--- src/rtl/credit_rr_output_sched_pkg.sv ---
// Shared dynamic-network constants: FSM encoding, default credit buffer sizing,
// and flit/length field widths used by the output schedulers.
package credit_rr_output_sched_pkg;

  localparam logic [0:0] ST_IDLE = 1'b0;
  localparam logic [0:0] ST_BUSY = 1'b1;

  // Every dynamic-node credit counter in the network assumes this depth.
  localparam int DYN_BUFFER_SIZE = 4;
  localparam int DYN_BUFFER_BITS = 3;

  localparam int NET_LEN_BITS   = 8;
  localparam int NET_DATA_WIDTH = 64;

endpackage

--- src/rtl/credit_rr_output_sched_rr_pick.sv ---
// Rotate-priority picker: first asserted request at or above ptr, wrapping.
// Purely combinational, zero latency; no flow control of its own.
module rr_pick
  import credit_rr_output_sched_pkg::*;
#(
  parameter int NUM_REQ  = 5,
  parameter int REQ_BITS = 3
) (
  input  logic [NUM_REQ-1:0]  req,
  input  logic [REQ_BITS-1:0] ptr,
  output logic [REQ_BITS-1:0] winner,
  output logic                any_vld
);

  localparam logic [REQ_BITS:0] NREQ_W = (REQ_BITS+1)'(NUM_REQ);

  logic [2*NUM_REQ-1:0] req_dbl;
  logic [NUM_REQ-1:0]   req_rot;
  logic [REQ_BITS:0]    off;
  logic [REQ_BITS:0]    sum;

  // Doubling the vector turns the wrap-around search into a plain shift.
  assign req_dbl = {req, req} >> ptr;
  assign req_rot = req_dbl[NUM_REQ-1:0];

  always_comb begin
    any_vld = 1'b0;
    off     = '0;
    for (int j = NUM_REQ - 1; j >= 0; j--) begin
      if (req_rot[j]) begin
        any_vld = 1'b1;
        off     = (REQ_BITS+1)'(j);
      end
    end
    sum = {1'b0, ptr} + off;
    if (sum >= NREQ_W) begin
      sum = sum - NREQ_W;
    end
    winner = sum[REQ_BITS-1:0];
  end

endmodule

--- src/rtl/credit_rr_output_sched.sv ---
// Round-robin, packet-granular owner of one credit-flow-controlled output link.
// 1-cycle arbitration; sends only while credit!=0, holds grant through stalls.
module credit_rr_output_sched
  import credit_rr_output_sched_pkg::*;
#(
  parameter int NUM_REQ     = 5,
  parameter int REQ_BITS    = 3,
  parameter int DATA_WIDTH  = NET_DATA_WIDTH,
  parameter int LEN_BITS    = NET_LEN_BITS,
  parameter int BUFFER_SIZE = DYN_BUFFER_SIZE,
  parameter int BUFFER_BITS = DYN_BUFFER_BITS
) (
  input  logic                           clk,
  input  logic                           rst_n,
  input  logic [NUM_REQ-1:0]             req_i,
  input  logic [NUM_REQ*LEN_BITS-1:0]    len_i,
  input  logic [NUM_REQ*DATA_WIDTH-1:0]  data_i,
  input  logic                           yummy_i,
  output logic [NUM_REQ-1:0]             gnt_o,
  output logic [NUM_REQ-1:0]             pop_o,
  output logic                           valid_o,
  output logic [DATA_WIDTH-1:0]          data_o,
  output logic [BUFFER_BITS-1:0]         credit_o,
  output logic                           overflow_err_o
);

  localparam logic [BUFFER_BITS-1:0] CREDIT_FULL = BUFFER_BITS'(BUFFER_SIZE);
  localparam logic [REQ_BITS-1:0]    LAST_REQ    = REQ_BITS'(NUM_REQ - 1);

  logic [0:0]             state;
  logic [REQ_BITS-1:0]    owner;
  logic [REQ_BITS-1:0]    rr_ptr;
  logic [LEN_BITS-1:0]    remaining;
  logic [BUFFER_BITS-1:0] credit;
  logic                   yummy_f;

  logic [REQ_BITS-1:0]    pick_idx;
  logic                   pick_vld;
  logic [LEN_BITS-1:0]    pick_len;
  logic [DATA_WIDTH-1:0]  owner_dat;
  logic                   fire;

  rr_pick #(
    .NUM_REQ  (NUM_REQ),
    .REQ_BITS (REQ_BITS)
  ) u_rr_pick (
    .req     (req_i),
    .ptr     (rr_ptr),
    .winner  (pick_idx),
    .any_vld (pick_vld)
  );

  // gnt_o is one-hot on the owner, so masking with it equals req_i[owner].
  assign fire = rst_n & (state == ST_BUSY) & (|(req_i & gnt_o)) & (credit != '0);

  always_comb begin
    owner_dat = '0;
    pick_len  = '0;
    for (int i = 0; i < NUM_REQ; i++) begin
      if (gnt_o[i]) begin
        owner_dat = data_i[i*DATA_WIDTH +: DATA_WIDTH];
      end
      if (pick_idx == REQ_BITS'(i)) begin
        pick_len = len_i[i*LEN_BITS +: LEN_BITS];
      end
    end
  end

  assign valid_o  = fire;
  assign pop_o    = fire ? gnt_o : '0;
  assign data_o   = fire ? owner_dat : '0;
  assign credit_o = credit;

  always_ff @(posedge clk) begin
    if (!rst_n) begin
      state     <= ST_IDLE;
      owner     <= '0;
      gnt_o     <= '0;
      rr_ptr    <= '0;
      remaining <= '0;
    end else begin
      case (state)
        ST_IDLE: begin
          if (pick_vld) begin
            state     <= ST_BUSY;
            owner     <= pick_idx;
            gnt_o     <= NUM_REQ'(1'b1) << pick_idx;
            remaining <= pick_len;
          end
        end
        default: begin
          if (fire) begin
            if (remaining == '0) begin
              state  <= ST_IDLE;
              gnt_o  <= '0;
              rr_ptr <= (owner == LAST_REQ) ? '0 : owner + 1'b1;
            end else begin
              remaining <= remaining - 1'b1;
            end
          end
        end
      endcase
    end
  end

  // A return arriving with the counter already full signals a protocol bug downstream.
  always_ff @(posedge clk) begin
    if (!rst_n) begin
      credit         <= CREDIT_FULL;
      yummy_f        <= 1'b0;
      overflow_err_o <= 1'b0;
    end else begin
      yummy_f <= yummy_i;
      if (fire && !yummy_f) begin
        credit <= credit - 1'b1;
      end else if (!fire && yummy_f) begin
        if (credit == CREDIT_FULL) begin
          overflow_err_o <= 1'b1;
        end else begin
          credit <= credit + 1'b1;
        end
      end
    end
  end

endmodule

--- config.mk ---
export PLATFORM = sky130hd
export DESIGN_NAME = credit_rr_output_sched
export DESIGN_NICKNAME = d
export VERILOG_FILES = /design/src/rtl/credit_rr_output_sched_pkg.sv /design/src/rtl/credit_rr_output_sched_rr_pick.sv /design/src/rtl/credit_rr_output_sched.sv
export SDC_FILE = /design/constraint.sdc
export NUM_CORES = 1
export LEC_CHECK = 0
export ABC_AREA = 0
export BUFFER_PORTS_ARGS = -buffer_cell sky130_fd_sc_hd__buf_2
export CORE_AREA = 2 2 175 177
export DETAILED_ROUTE_END_ITERATION = 7
export DIE_AREA = 0 0 177 179
export PLACE_DENSITY = 0.54
export SLEW_MARGIN = 15
export SYNTH_ARGS = -nofsm -noshare
export SYNTH_HDL_FRONTEND = slang
export SYNTH_SLANG_ARGS = --single-unit
--- constraint.sdc ---
create_clock -name clk -period 5.2 [get_ports clk]
set_input_delay 0.78 -clock clk [delete_from_list [all_inputs] [get_ports clk]]
set_output_delay 0.78 -clock clk [all_outputs]
set_load 0.01 [all_outputs]
==> metrics.cfg <==
[detailed_routing]
vias=8037
first_iter_violations=630
routed_wl_um=30700
drc=0
firstDrtPassIters=5
drt-vias-per-instance=5.10
wl_per_cell_um=19.5
antenna_left=0

[final_layout]
stdcell_area_um2=7620
fin_cells=1576
drive_above_1_share=0.428
nNetsFinal=1559
syn_to_final_growth_pct=52.7

[cts]
cts_resized=0
holdBufCountCts=0
cts_tree=done
clkTransAtPathRegs_ps=70
cts_sinks=25
htreeDepth=1
root_buffer=clkbuf_16
worstSkewPairLatency_ps=260
cts_buffers=3
post_cts_buffers=0
clock_tree.buffer_depth=2

[power]
max-vdd-ir-drop_mv=0.112
power_switching_mw=0.361
clock_power_share=0.194
powerDensity_nw_per_um2=119
p_int_mw=0.543
p_sw_frac=0.400
power.leakage_nw=3.35
seqPwrFrac=0.246
power_frac_comb=0.561

[placed_design]
dp_hpwl_um=24400
port-buffer-count=446
dp.cells=1569
gp_congestion=0.902
placed_cell_area_um2=7540

[timing]
fmax_ghz=0.213
rsz0062_at_grt=no
setup_tns_ps=0
timing.clock.skew_ps=7.71
fin_crit_sh=0.905
relSlewSlack=0.273
setup_viol=0
drv_slew=0
hold_viol=0
final.min_clock_period_ps=4700
worst_pin_slew_ps=1090

[worst_setup_path]
cp.buffers_inverters=3
cp-start-kind=primary input
arrival_ps=4890
criticalPathCategory=primary input to flip-flop
cp_slowest_cell=fa_1
critPathMaxFanout=7
rrSetupSlack_ps=560
critPathCaptureType=flip-flop
ff2ff_path_depth=18
cp_top_family=compound AO/OA/AOI/OAI gates
worst-path-stages=19
cp.required_ps=5390
crit_chain=buf_2 > mux2i_1 > nand2_1 > nand2_1 > nor2_1 > a311oi_1 > a21oi_1 > ha_1 > fa_1 > inv_1 > ha_1 > nand2b_2 > a221oi_4 > buf_4 > mux2i_1 > a22o_1 > nor3_1 > or3_1 > a31oi_1
cpPeakStageDelay_ps=530

[logic_synthesis]
synth_area_leader_cell=nor2_1
synth_top_cell_area_share=0.124
synthTopCellsByCount=nor2_1, nand2_1, o21ai_0
synth_area_per_cell_um2=6.34
synth_seq_cells=25
synth_area_leaders=nor2_1, o311ai_0, a221oi_1
async_flop_share=0
synth_most_common_cell=nor2_1
ys_warn_count=0
synth_edf_count=0
synth.distinct_cells=72
netlist_area_um2=4990
syn_inst=788
ys.flop_type=dfxtp_1
syn_nets=1169
seq_area_frac_synth=0.100

[global_route]
grt_pass1_wl_um=41600
gr-total-overflow=0
antenna_found_initial=5
grt_usage=0.169
grt_pass1_vias=6858
grt_max_degree=97

[floorplanning]
fp.coreArea_um2=30000
die_w_um=177
fp.dieArea_um2=31700
start_util=0.166
dieHeight_um=179
ios=447
rows=64

[min_path]
hp-class=flip-flop to flip-flop
hold_depth=2

[run]
drv_cap=0

[outcome]
outcome=complete, no violations

-- registers in the layout (all words and copies together) (netlist names) --
register,flops
remaining,8
overflow_err_o,1
gnt_o,5
credit_o,3
rr_ptr,3
state,1
owner,3
yummy_f,1
-- placed cells by master, fill, tap and decap left out, types with 8 or more instances in the layout --
cell and instances:
a21oi_1 30, a221oi_1 65, buf_2 446, buf_4 19
dfxtp_1 22, ha_1 11, inv_1 17, mux2_2 8
mux2i_1 12, nand2_1 109, nand3_1 8, nor2_1 165
nor3_1 8, o21ai_0 75, o311ai_0 66
-- power by group through the flow --
stage / Combinational (mW) / Sequential (mW) / Clock [mW]
2_1_floorplan: 0.264 / 0.216 / 0
3_3_place_gp: 0.498 / 0.226 / 0
3_5_place_dp: 0.502 / 0.227 / 0
4_1_cts: 0.505 / 0.222 / 0.180
5_1_grt: 0.556 / 0.224 / 0.185
6_report: 0.507 / 0.222 / 0.175
-- cell families after synthesis --
| family | share of synthesized area |
|---|---|
| xor+xnor | 0.0140 |
| fa+ha+maj | 0.0356 |
| mux | 0.0466 |
| compound gates | 0.446 |
| flops | 0.100 |
| simple gates | 0.273 |
| buf+inv | 0.0842 |
-- area by class of cell --
type	instances	area (µm²)
timing repair buffer	465	2370
fill	3399	22400
clock buffer	4	78.8
multi-input combinational	662	4080
inverter	21	80.1
antenna	3	7.51
sequential	25	507
tap	396	495
-- worst register-to-register path, delay by kind of cell, from the launching register on --
family,cells,cell delay [ps]
compound gates,5,1200
mux,2,730
fa+ha+maj,3,990
simple gates,6,790
buf+inv,2,370
flops,1,500
-- per-layer routing --
layer,GRT usage,vias up,share of wire
li1,-,3752,-
met1,0.229,3803,0.41
met5,0,-,0.00042
met3,0.0288,35,0.094
met2,0.282,445,0.48
met4,0.0306,2,0.013
-- final timing paths --
kind | startpoint | end
worst max-delay path | req_i[3] | remaining[6]
worst min-delay path | owner[0] | owner[0]
worst max register to register | rr_ptr[1] | remaining[6]
worst min register to register | owner[0] | owner[0]
-- metrics by stage --
stage	utilization	hold WS, ps	power (mW)	setup slack [ps]
floorplan	-	462	0.481	570
global placement	0.251	470	0.724	381
detailed placement	0.251	464	0.728	236
CTS	0.254	491	0.907	511
global route	0.254	515	0.965	159
finish	0.254	495	0.904	496
No activity file was read; power rests on OpenSTA's default activity.
